[src/rtl/cp0_irq_timer_pkg.sv]
// Shared CP0 definitions: register numbers, exception codes and SR layout.
package cp0_irq_timer_pkg;

   typedef enum logic [4:0] {
      REG_BADVADDR = 5'd8,
      REG_COUNT    = 5'd9,
      REG_COMPARE  = 5'd11,
      REG_SR       = 5'd12,
      REG_CAUSE    = 5'd13,
      REG_EPC      = 5'd14,
      REG_PRID     = 5'd15
   } cp0_reg_e;

   localparam logic [4:0] CAUSE_INT  = 5'd0;
   localparam logic [4:0] CAUSE_ADEL = 5'd4;
   localparam logic [4:0] CAUSE_ADES = 5'd5;
   // ERET is reported through the exception path with a code no real exception uses
   localparam logic [4:0] CAUSE_ERET = 5'd31;

   typedef struct packed {
      logic [7:0] im;
      logic       exl;
      logic       ie;
   } sr_t;

   function automatic logic is_addr_err(input logic [4:0] code);
      return (code == CAUSE_ADEL) || (code == CAUSE_ADES);
   endfunction

endpackage

[src/rtl/cp0_timer.sv]
// Count/Compare timer: prescaled free-running Count with a sticky match flag.
import cp0_irq_timer_pkg::*;

module cp0_timer #(
   parameter int COUNT_DIV = 1
) (
   input  logic        clk,
   input  logic        reset,
   input  logic        count_write,
   input  logic        compare_write,
   input  logic [31:0] write_data,
   output logic [31:0] count,
   output logic [31:0] compare,
   output logic        pending
);

   logic        tick;
   logic [31:0] count_next;

   generate
      if (COUNT_DIV == 0) begin : g_nodiv
         assign tick = 1'b1;
      end else begin : g_div
         logic [COUNT_DIV-1:0] presc;
         always_ff @(posedge clk) begin
            if (reset) presc <= '0;
            else       presc <= presc + 1'b1;
         end
         assign tick = &presc;
      end
   endgenerate

   assign count_next = count + 32'd1;

   always_ff @(posedge clk) begin
      if (reset) begin
         count   <= '0;
         compare <= '0;
         pending <= 1'b0;
      end else begin
         if (count_write)  count <= write_data;
         else if (tick)    count <= count_next;
         if (compare_write) compare <= write_data;
         // only a real increment can match, so the reset state 0 == 0 never fires
         if (compare_write)
            pending <= 1'b0;
         else if (tick && !count_write && (count_next == compare))
            pending <= 1'b1;
      end
   end

endmodule

[src/rtl/cp0_irq_timer.sv]
// Coprocessor 0 with synchronised external IRQs, software IRQs, timer and BadVAddr.
import cp0_irq_timer_pkg::*;

module cp0_irq_timer #(
   parameter int          NUM_IRQ    = 6,
   parameter logic [31:0] EXC_VECTOR = 32'h00004180,
   parameter logic [31:0] PRID_VALUE = 32'hDEADBEEF,
   parameter int          COUNT_DIV  = 1
) (
   input  logic               clk,
   input  logic               reset,
   input  logic               writeEnable,
   input  logic [4:0]         number,
   input  logic [31:0]        writeData,
   output logic [31:0]        readData,
   input  logic               hasExceptionInPipeline,
   input  logic               isException,
   input  logic               isBD,
   input  logic [4:0]         exceptionCause,
   input  logic [31:0]        exceptionPC,
   input  logic [31:0]        badVAddr,
   input  logic [NUM_IRQ-1:0] externalInterrupt,
   output logic               jump,
   output logic [31:0]        jumpAddress,
   output logic               interruptNow,
   output logic               timerPending
);

   logic [NUM_IRQ-1:0] sync1, sync2;
   logic [5:0]         ext_wide, ip_ext;
   sr_t                sr;
   logic               bd;
   logic [1:0]         ip_sw;
   logic [4:0]         exc_code;
   logic [31:0]        epc, bad_vaddr, count, compare;
   logic [7:0]         ip;
   logic [31:0]        sr_val, cause_val;
   logic               exc_take, eret_take;
   logic               wr_sr, wr_cause, wr_epc, wr_count, wr_compare;

   assign wr_sr      = writeEnable && (number == REG_SR);
   assign wr_cause   = writeEnable && (number == REG_CAUSE);
   assign wr_epc     = writeEnable && (number == REG_EPC);
   assign wr_count   = writeEnable && (number == REG_COUNT);
   assign wr_compare = writeEnable && (number == REG_COMPARE);

   assign exc_take  = isException && !sr.exl && (exceptionCause != CAUSE_ERET);
   assign eret_take = isException &&  sr.exl && (exceptionCause == CAUSE_ERET);

   always_comb begin
      ext_wide = '0;
      ext_wide[NUM_IRQ-1:0] = sync2;
   end

   // ip_ext is a third stage so a line shows in Cause two edges after it is first sampled
   assign ip        = {ip_ext[5] | timerPending, ip_ext[4:0], ip_sw};
   assign sr_val    = {16'h0, sr.im, 6'h0, sr.exl, sr.ie};
   assign cause_val = {bd, 15'h0, ip, 1'b0, exc_code, 2'b00};

   assign interruptNow = sr.ie && !sr.exl && !hasExceptionInPipeline && |(ip & sr.im);
   assign jump         = exc_take || eret_take;
   assign jumpAddress  = eret_take ? epc : EXC_VECTOR;

   cp0_timer #(.COUNT_DIV(COUNT_DIV)) u_timer (
      .clk           (clk),
      .reset         (reset),
      .count_write   (wr_count),
      .compare_write (wr_compare),
      .write_data    (writeData),
      .count         (count),
      .compare       (compare),
      .pending       (timerPending)
   );

   always_ff @(posedge clk) begin
      if (reset) begin
         sync1     <= '0;
         sync2     <= '0;
         ip_ext    <= '0;
         sr        <= '{im: 8'hFF, exl: 1'b1, ie: 1'b0};
         bd        <= 1'b0;
         ip_sw     <= '0;
         exc_code  <= CAUSE_INT;
         epc       <= '0;
         bad_vaddr <= '0;
      end else begin
         sync1  <= externalInterrupt;
         sync2  <= sync1;
         ip_ext <= ext_wide;
         if (wr_sr) begin
            sr.im  <= writeData[15:8];
            sr.exl <= writeData[1];
            sr.ie  <= writeData[0];
         end
         if (wr_cause) ip_sw <= writeData[9:8];
         if (wr_epc)   epc   <= writeData;
         // later assignments win: exception/ERET override the mtc0 on EPC and EXL
         if (exc_take) begin
            sr.exl   <= 1'b1;
            bd       <= isBD;
            exc_code <= exceptionCause;
            epc      <= isBD ? exceptionPC - 32'd4 : exceptionPC;
            if (is_addr_err(exceptionCause)) bad_vaddr <= badVAddr;
         end else if (eret_take) begin
            sr.exl <= 1'b0;
         end
      end
   end

   always_comb begin
      readData = '0;
      case (number)
         REG_BADVADDR: readData = bad_vaddr;
         REG_COUNT:    readData = count;
         REG_COMPARE:  readData = compare;
         REG_SR:       readData = sr_val;
         REG_CAUSE:    readData = cause_val;
         REG_EPC:      readData = epc;
         REG_PRID:     readData = PRID_VALUE;
         default:      readData = '0;
      endcase
   end

endmodule

[config.mk]
export PLATFORM = sky130hd
export DESIGN_NAME = cp0_irq_timer
export DESIGN_NICKNAME = d
export VERILOG_FILES = /design/src/rtl/cp0_irq_timer_pkg.sv /design/src/rtl/cp0_timer.sv /design/src/rtl/cp0_irq_timer.sv
export SDC_FILE = /design/constraint.sdc
export NUM_CORES = 1
export LEC_CHECK = 0
export ABC_CLOCK_PERIOD_IN_PS = 2600
export BUFFER_PORTS_ARGS = -buffer_cell sky130_fd_sc_hd__buf_2
export CAP_MARGIN = 20
export CORE_ASPECT_RATIO = 1.1
export CORE_UTILIZATION = 51
export DETAILED_ROUTE_END_ITERATION = 8
export MAX_ROUTING_LAYER = met4
export PLACE_DENSITY = 0.82
export SYNTH_ARGS = -nofsm -noshare
export SYNTH_HDL_FRONTEND = slang
export SYNTH_HIERARCHICAL = 1
export SYNTH_SLANG_ARGS = --single-unit
[constraint.sdc]
create_clock -name clk -period 2.6 [get_ports clk]
set_clock_uncertainty 0.15 [all_clocks]
set_input_delay 0.13 -clock clk [delete_from_list [all_inputs] [get_ports clk]]
set_output_delay 0.13 -clock clk [all_outputs]
set_load 0.01 [all_outputs]
Word level (Yosys, flattened, before mapping)
Index checks and enable logic that the tools add are counted.
{ "totals": {"ff_bits": 166, "latchBits": 0, "ram_bits": 0, "mem_bits_ro": 0, "out_inout_bits": 67, "wordCells": 67, "memories": 0} }
{ "classes": {"add_sub_neg": 3, "multipliers": 0, "div": 0, "n_lt_le_gt_ge": 0, "n_eq_ne": 12, "shifts": 0, "muxes": 9, "n_bitwise": 2, "n_reduce_logical": 26} }
{ "op_table": {"columns": ["cell", "count"], "rows": [
  ["32-bit one-hot mux with 7 select lines", 1],
  ["32-bit 2-to-1 mux", 6],
  ["5-bit by 4-bit equality test with 1-bit output, second input constant", 7],
  ["32-bit by 1-bit adder with 32-bit output, second input constant", 1],
  ["32-bit equality test", 1],
  ["32-bit by 3-bit subtractor with 32-bit output, second input constant", 1],
  ["1-bit logical AND", 14],
  ["5-bit by 3-bit equality test with 1-bit output, second input constant", 2],
  ["8-bit AND", 1],
  ["8-bit OR reduction", 1],
  ["2-bit nonzero test", 3],
  ["5-bit equality test, second input constant", 1],
  ["5-bit inequality test, second input constant", 1],
  ["2-bit OR reduction", 2],
  ["1-bit logical NOT", 3],
  ["1-bit logical OR", 2],
  ["2-bit 2-to-1 mux", 1],
  ["2-bit AND reduction", 1],
  ["1-bit adder, second input constant", 1],
  ["1-bit 2-to-1 mux", 1],
  ["1-bit OR", 1]
]} }

Longest topological paths before layout
Gate-level depths: netlist of run 1.
{ "depth": {"word_depth": 5, "ltp_mapped": 13} }

Modules after synthesis
The synthesis of run 1 kept the hierarchy.
{ "modules_own_cells": {"columns": ["mod", "n_inst", "cells_each", "area_per_inst_um2", "seq_area_each_um2"], "rows": [
  ["cp0_irq_timer", 1, 710, 5459.0, 2001.9],
  ["cp0_timer", 1, 471, 3950.0, 1321.3]
]} }

Worst setup path after synthesis of run 1
OpenSTA, ideal clock, no wires.
{ "synth_timing": {"path_type": "input-to-reg", "startpoint": "input number[2]", "endpoint": "register u_timer.count[18]", "setup_time_ns": 0.128, "arrival_ns": 2.376, "required_time_ns": 2.322, "slack_ns": -0.054, "stages": 10, "path_buffers": 5, "cell_sequence": "clkbuf_1 nor4_1 clkbuf_1 clkbuf_1 and2_1 clkbuf_1 inv_1 buf_1 mux2i_1 nor2_1"} }
{ "synth_between": {"elab_chain_len": 3, "elab_cells_between_ends": 4, "classes_between": "eq/ne (1); mux (1); reduce/logical (2)"} }
{ "synth_lines": {"columns": ["element", "line_no", "text"], "rows": [
  ["start, declared", "cp0_irq_timer.sv:13", "input logic [4:0] number,"],
  ["5-bit by 4-bit equality test with 1-bit output *", "cp0_irq_timer.sv:44", "assign wr_count = writeEnable && (number == REG_COUNT);"],
  ["1-bit logical AND *", "cp0_irq_timer.sv:44", null],
  ["net wr_count", "cp0_irq_timer.sv:39", "logic wr_sr, wr_cause, wr_epc, wr_count, wr_compare;"],
  ["32-bit 2-to-1 mux / 2-bit nonzero test (equally long branches)", null, null],
  ["end signal, assigned", "cp0_timer.sv:41", "if (count_write) count <= write_data;"],
  ["end signal, assigned", "cp0_timer.sv:42", "else if (tick) count <= count_next;"],
  ["end, declared", "cp0_timer.sv:12", "output logic [31:0] count,"]
]} }
The timed path passes the listed nets; every way through them passes the cells marked *.
A chain may end at the register's enable or synchronous reset.

Worst setup path after layout of run 1
{ "layout_timing": {"startpoint": "register u_timer.count[2]", "endpoint": "register u_timer.pending"} }
{ "layout_between": {"elab_chain_len": 3} }
{ "layout_lines": {"columns": ["element", "line_no", "text"], "rows": [
  ["32-bit by 1-bit adder with 32-bit output", "cp0_timer.sv:33", "assign count_next = count + 32'd1;"],
  ["32-bit equality test", "cp0_timer.sv:47", "else if (tick && !count_write && (count_next == compare))"],
  ["1-bit logical AND", "cp0_timer.sv:47", null],
  ["end signal, assigned", "cp0_timer.sv:39", "pending <= 1'b0;"],
  ["end signal, assigned", "cp0_timer.sv:46", "pending <= 1'b0;"],
  ["end signal, assigned", "cp0_timer.sv:48", "pending <= 1'b1;"],
  ["end, declared", "cp0_timer.sv:14", "output logic pending"]
]} }
Every way passes these cells.

==> impl_summary.log, run 1 <==
INFO  metric floorplan.initialDensity = 52.7%
INFO  metric outcome = completed
INFO  metric design.portCount = 185
INFO  metric cts-htree-levels = 4
INFO  metric slowest_stage = dfxtp_1
INFO  metric register_area = 0.00332 mm²
INFO  metric detail_route.vias_per_cell = 6.04
INFO  metric groute.usage.overall = 37.7%
INFO  metric maxCapViolCount = 0
INFO  metric synth-edff-count = 0
INFO  metric synth_top_cell_by_area = dfxtp_1
INFO  metric cts.sink_count = 166
INFO  metric synth_warnings = 6
INFO  metric area_share_of_the_leading_cell_type_in_the_synthesized_netlist = 35.3%
INFO  metric vias_in_the_first_global_route = 9929
INFO  metric total_via_count_in_the_routed_design = 10400
INFO  metric netlist-cell-type-count = 72
INFO  metric min_delay_path_depth = 3
INFO  metric tritoncts = yes
INFO  metric totalPowerFinal = 0.00581 W
INFO  metric setup_repair_after_global_routing_missed_its_margin = no
INFO  metric cp.arrival = 2730 ps
INFO  metric cts.root.buffer_cell = clkbuf_16
INFO  metric ir_worst_vdd = 0.475 mV
INFO  metric setup_total_negative_slack = 0 ps
INFO  metric finalWeightedCongestion = 0.967
INFO  metric achievable-frequency = 400 MHz
INFO  metric numCtsBuffers = 17
INFO  metric multi_input_area = 0.00575 mm²
INFO  metric max-slew-margin-rel = 44.4%
INFO  metric num-nets-final = 1586
INFO  metric synthFlopType = dfxtp_1
INFO  metric worstPathRequired = 2830 ps
INFO  metric placed_standard_cell_area = 0.0107 mm²
INFO  metric first_pass_grt_wire_length = 53.7 mm
INFO  metric timing_hold_violations_final = 0
INFO  metric worst_setup_hold_path_clk_slew = 70 ps
INFO  metric worstSetupEndpointType = register
INFO  metric die-width = 132 µm
INFO  metric static-leakage-power = 4.98 nW
INFO  metric core_area = 0.0179 mm²
INFO  metric drc = 0
INFO  metric worst-r2r-cell-count = 7
INFO  metric register_to_register_path_setup_slack = 100 ps
INFO  metric grt.met1_usage = 46.2%
INFO  metric area_enclosed_by_the_die_boundary = 0.0190 mm²
INFO  metric async_flop_share = 0%
INFO  metric fin_crit_sh = 96.1%
INFO  metric placement_stage_worst_setup_slack = 55.6 ps
INFO  metric detail_route.first_pass.iterations = 8
INFO  metric hold_path.class = primary input to register
INFO  metric grt.met2_usage = 59.8%
INFO  metric criticalPathCategory = register to register
INFO  metric yosysSeqAreaShare = 35.3%
INFO  metric critical_path_depth = 7
INFO  metric syn_avg_cell_area = 7.97 µm²
INFO  metric core.rowCount = 51
INFO  metric setup_ws = 100 ps
INFO  metric grt_overflow = 0
INFO  metric clock_latency_on_the_worst_skew_pair = 430 ps
INFO  metric post_route_cells_drive_above_1_share = 20.8%
INFO  metric totalWireLength = 35.3 mm
INFO  metric pwr_density_cell = 463 mW/mm²
INFO  metric synthesis.nets = 1301
INFO  metric mappedNetlistArea = 0.00941 mm²
INFO  metric final.fill_count = 1318
INFO  metric final_setup_violation_count = 0
INFO  metric stdcell_area = 0.0125 mm²
INFO  metric fp.dieH = 144 µm
INFO  metric setup.worst_path.start_class = register
INFO  metric post_dp_hpwl = 23.7 mm
INFO  metric maximum_number_of_pins_on_one_net_before_global_route_repair = 166
INFO  metric hold_ws = 20.6 ps
INFO  metric layout-area-overhead-vs-synth = 33.4%
INFO  metric io_buffers = 184
INFO  metric global_route.peak_usage_layer = met2
INFO  metric path_buf_inv = 0
INFO  metric post_synth_inst_count = 1181
INFO  metric slew_viol_final = 0
INFO  metric grt_antenna_before_repair = 1
INFO  metric use_met3 = 7.43%
INFO  metric clockBufferDepth = 2
INFO  metric synthesis_stage_register_bit_count = 166
INFO  metric drt-wirelength-per-cell = 20.6 µm
INFO  metric worst_path_largest_cell_delay = 550 ps
INFO  metric antenna_violating_nets_post_route = 0
INFO  metric final.min_clock_period = 2500 ps
INFO  metric detail_route.iter0.violations = 1330
INFO  metric path_cells = and4_1, nand3_4, or4_1, o21ai_1, o2111ai_1, nor4b_1, a22o_1
INFO  metric path_max_fanout = 11
INFO  metric max_slew.worst_pin.slew = 833 ps
INFO  metric top_family_by_delay_on_critical_path = simple AND/OR/NAND/NOR gates
INFO  metric netlist_top_cells_area = dfxtp_1, nand2_1, xnor2_1
-- final timing paths --
| kind | endpoint | from |
|---|---|---|
| hold reg to reg | ip_ext[2] | ext_wide[2] |
| hold / removal | epc[30] | exceptionPC[30] |
| setup reg to reg | u_timer/pending | u_timer/count[2] |
| setup / recovery | u_timer/pending | u_timer/count[2] |
-- per-layer routing --
| metal | vias up | share of wire, % |
|---|---|---|
| met5 | - | 0 |
| met4 | 0 | 4.0 |
| met3 | 141 | 10 |
| met2 | 687 | 46 |
| met1 | 4830 | 40 |
| li1 | 4720 | - |
-- worst reg2reg max path: cells and delay by family (launching register included) --
family	cells	cell delay, ps
compound gates	3	410
simple gates	4	1350
flops	1	550
-- cells by family after synthesis --
group / Yosys count / share of synthesized area (%)
compound gates: 223 / 16.1
xor+xnor: 107 / 9.96
fa+ha+maj: 2 / 0.266
buf+inv: 96 / 4.63
flops: 166 / 35.3
mux: 46 / 4.92
simple gates: 541 / 28.8
-- repair_timing --
item | in CTS | in global routing
hold endpoints to repair | 151 | 0
setup buffers | 0 | 2
hold buffers | 119 | 0
resized for setup | 0 | 13
endpoints found under the setup margin | 0 | 15
-- area by class of cell --
cell class	count	area share [%]
multi-input combinational	919	45.8
sequential	166	26.5
timing repair buffer	356	20.5
clock buffer	22	3.70
tap	238	2.37
clock inverter	9	0.947
inverter	6	0.179
antenna	3	0.0598
-- stage by stage --
stage	util [%]	std cells
finish	70.2	1719
global route	70.2	1717
CTS	69.8	1714
detailed placement	59.9	1564
global placement	59.9	1564
floorplan	-	1181
-- Yosys cell counts (20+ instances only) --
master    number
nand2_1      167
dfxtp_1      166
nor2_1       130
xnor2_1       70
clkbuf_1      67
a21oi_1       65
nand3_1       50
mux2i_1       44
a211oi_1      38
nor2b_1       37
xor2_1        37
and2_1        34
a22oi_1       33
o21ai_0       28
nor3_1        24
nand4_1       20
-- power breakdown --
| part | leakage, nW | switching (W) | internal, W |
|---|---|---|---|
| Sequential | 1.34 | 0.0000333 | 0.00258 |
| Clock | 0.278 | 0.00108 | 0.00147 |
| Combinational | 3.36 | 0.000335 | 0.000302 |
-- placed cells by master (no fill, tap or decap), drive strengths merged, types with 14 or more instances in the layout --
cell type,instances
xor2,37
nor4,17
nand4,22
a211oi,39
dlygate4sd3,119
nor2,132
dfxtp,166
nand2,167
clkbuf,22
a22oi,33
and3,14
nor2b,37
nor3,26
xnor2,70
o21ai,31
and2,35
mux2i,44
nand3,53
buf,237
a21oi,65
a311oi,17
-- registers in the layout, summed over array words and instances, names as in the netlist --
signal,flops
ip_sw,2
sr,10
exc_code,5
epc,32
u_timer/g_div.presc,1
ip_ext,6
u_timer/count,32
ext_wide,6
sync1,6
u_timer/compare,32
bad_vaddr,32
bd,1
u_timer/pending,1
Note: power is estimated with default switching activity, not from simulation.
==> inputs of run 2 (changes only) <==
CORE_ASPECT_RATIO = default   (was 1.1)
==> run 2 against run 1 <==
Non-clock buffer count grew 2. Combinational power rose by 0.6%. Power hardly changed. Largest cell class unchanged. Setup slack got worse by 59 ps. Flip-flop and latch count stayed put. Wire length rose by 0.71%. Sequential share of layout area about the same. Critical path depth up 1.
==> impl_summary.log, run 2 (synthesis results as in run 1) <==
INFO  metric outcome = completed
INFO  metric path_max_fanout = 4 (-7)
INFO  metric setup_ws = 41.6 ps (-58.9 ps)
INFO  metric vias_in_the_first_global_route = 9816 (-1.1%)
INFO  metric cts.sink_count = 166 (unchanged)
INFO  metric die-width = 138 µm (+4.8%)
INFO  metric maxCapViolCount = 0 (unchanged)
INFO  metric clockBufferDepth = 2 (unchanged)
INFO  metric cp.arrival = 2730 ps (about the same)
INFO  metric ir_worst_vdd = 0.362 mV (-24%)
INFO  metric layout.cells.most_common = buf_2
INFO  metric area_enclosed_by_the_die_boundary = 0.0190 mm² (about the same)
INFO  metric num-nets-final = 1588 (+0.13%)
INFO  metric timing_hold_violations_final = 0 (unchanged)
INFO  metric detail_route.first_pass.iterations = 6 (-2)
INFO  metric totalPowerFinal = 0.00580 W (about the same)
INFO  metric drt-met1-wl = 14.5 mm (+3.5%)
INFO  metric static-leakage-power = 5.03 nW (+0.82%)
INFO  metric groute.usage.overall = 38.2% (+0.54 points)
INFO  metric setup_repair_after_global_routing_missed_its_margin = yes
INFO  metric p_sw = 0.00162 W (+12%)
INFO  metric total_via_count_in_the_routed_design = 10400 (+0.52%)
INFO  metric detail_route.vias_per_cell = 6.09 (+0.93%)
INFO  metric cts.root.buffer_cell = clkbuf_16
INFO  metric pwr_density_cell = 462 mW/mm² (-0.26%)
INFO  metric stdcell_area = 0.0126 mm² (+0.17%)
INFO  metric dr.max_layer_used = met4
INFO  metric max_slew.worst_pin.slew = 954 ps (+120 ps)
INFO  metric post_route_cells_drive_above_1_share = 21.4% (+0.57 points)
INFO  metric achievable-frequency = 391 MHz (-2.3%)
INFO  metric totalWireLength = 35.6 mm (+0.71%)
INFO  metric criticalPathCategory = primary input to register
INFO  metric hold_path.class = primary input to register
INFO  metric grt_overflow = 0 (unchanged)
INFO  metric core.rowCount = 49 (-3.9%)
INFO  metric crit_path_frequent_cell = dlygate4sd3_1
INFO  metric setup_total_negative_slack = 0 ps (unchanged)
INFO  metric design.portCount = 185 (unchanged)
INFO  metric maximum_number_of_pins_on_one_net_before_global_route_repair = 83 (-50%)
INFO  metric pwr-share-seq = 45.0% (about the same)
INFO  metric first_pass_grt_wire_length = 53.2 mm (-0.86%)
INFO  metric layout-area-overhead-vs-synth = 33.6%
INFO  metric worst_setup_hold_path_clk_slew = 80 ps (about the same)
INFO  metric sw_frac_of_total = 27.9% (+2.9 points)
INFO  metric combinationalPowerShare = 11.1% (about the same)
INFO  metric placed_standard_cell_area = 0.0107 mm² (-0.20%)
INFO  metric max-slew-margin-rel = 36.4% (-8.0 points)
INFO  metric path_cells = dlygate4sd3_1, buf_2, or4_4, or3_1, nor3_2, xnor2_1, a211oi_1, dlygate4sd3_1
INFO  metric placement_stage_worst_setup_slack = 11.1 ps (-44.5 ps)
INFO  metric worstSetupEndpointType = register
INFO  metric final_core_util = 69.7% (-0.50 points)
INFO  metric io_buffers = 184 (unchanged)
INFO  metric post_dp_hpwl = 24.3 mm (+2.3%)
INFO  metric antenna_violating_nets_post_route = 0 (unchanged)
INFO  metric slowest_stage = dlygate4sd3_1
INFO  metric wl_met3 = 3.62 mm (+2.6%)
INFO  metric detailed_routed_wire_length_on_met2 = 16.1 mm (-1.7%)
INFO  metric detail_route.iter0.violations = 1459 (+9.7%)
INFO  metric drt-wirelength-per-cell = 20.8 µm (+1.1%)
INFO  metric final_setup_violation_count = 0 (unchanged)
INFO  metric tritoncts = yes
INFO  metric power.share.clock = 44.0% (about the same)
INFO  metric fin_crit_sh = 98.4% (+2.3 points)
INFO  metric floorplan.initialDensity = 52.2% (-0.46 points)
INFO  metric worstPathRequired = 2770 ps (-60 ps)
INFO  metric finalWeightedCongestion = 1.02 (+5.8%)
INFO  metric numCtsBuffers = 17 (unchanged)
INFO  metric top_family_by_delay_on_critical_path = buffers and inverters
INFO  metric cts-htree-levels = 4 (unchanged)
INFO  metric core_area = 0.0180 mm² (+0.88%)
INFO  metric layout_common_cells = buf_2, nand2_1, dfxtp_1
INFO  metric path_buf_inv = 3 (+3)
INFO  metric setup.worst_path.start_class = primary input
INFO  metric fp.dieH = 138 µm (-4.6%)
INFO  metric slew_viol_final = 0 (unchanged)
INFO  metric final.min_clock_period = 2560 ps (+58.9 ps)
INFO  metric worst_path_largest_cell_delay = 620 ps (+70 ps)
INFO  metric clock_latency_on_the_worst_skew_pair = 440 ps (about the same)
INFO  metric intPower = 0.00418 W (-4.0%)
INFO  metric drc = 0 (unchanged)
INFO  metric grt_antenna_before_repair = 2 (+1)
[run 2: power groups by stage]
stage | clock [W] | sequential (W) | combinational (W)
global placement | 0 | 0.00267 | 0.000472
CTS | 0.00257 | 0.00261 | 0.000604
detailed placement | 0 | 0.00267 | 0.000474
global route | 0.00266 | 0.00261 | 0.000671
finish | 0.00255 | 0.00261 | 0.000641
floorplan | 0 | 0.00266 | 0.000227
[run 2: worst paths after layout]
path | start | end | slack [ps] | cells after the start
worst max-delay path | exceptionPC[26] | epc[29] | 40 | 8
worst min-delay path | exceptionPC[5] | epc[6] | 10 | 3
worst max register to register | u_timer/count[7] | u_timer/pending | 130 | 6
worst min register to register | sync1[5] | ext_wide[5] | 280 | 1
[run 2: final cells by class]
class / count / area, µm²
timing repair buffer: 358 / 2550
inverter: 6 / 22.5
antenna: 2 / 5.00
sequential: 166 / 3330
tap: 229 / 287
fill: 1408 / 5460
multi-input combinational: 919 / 5770
clock inverter: 15 / 179
clock buffer: 17 / 425
[run 2: stage by stage]
stage,hold slack [ps],cells
6_report,11.4,1712
5_1_grt,19.9,1712
4_1_cts,2.45,1708
3_5_place_dp,198,1557
3_3_place_gp,197,1557
2_1_floorplan,108,1181
[run 2: worst register-to-register path: cells and delay by family, from the launching register on]
| kind | cells | cell delay (ps) |
|---|---|---|
| AOI/OAI and AO/OA | 3 | 560 |
| DFF | 1 | 490 |
| and+or+nand+nor | 3 | 1230 |
[run 2: per-layer routing]
metal / global-route usage [%] / vias up
met5: - / -
met1: 48.4 / 4916
met2: 57.7 / 666
met4: 15.3 / 0
li1: - / 4725
met3: 9.90 / 125
[run 2: repair_timing]
item	CTS	global route
hold buffers	117	0
resized for setup	1	16
endpoints found under the setup margin	1	14
endpoints found under the hold margin	150	0
setup buffers	2	1
gates cloned	0	1
pin swaps	1	3
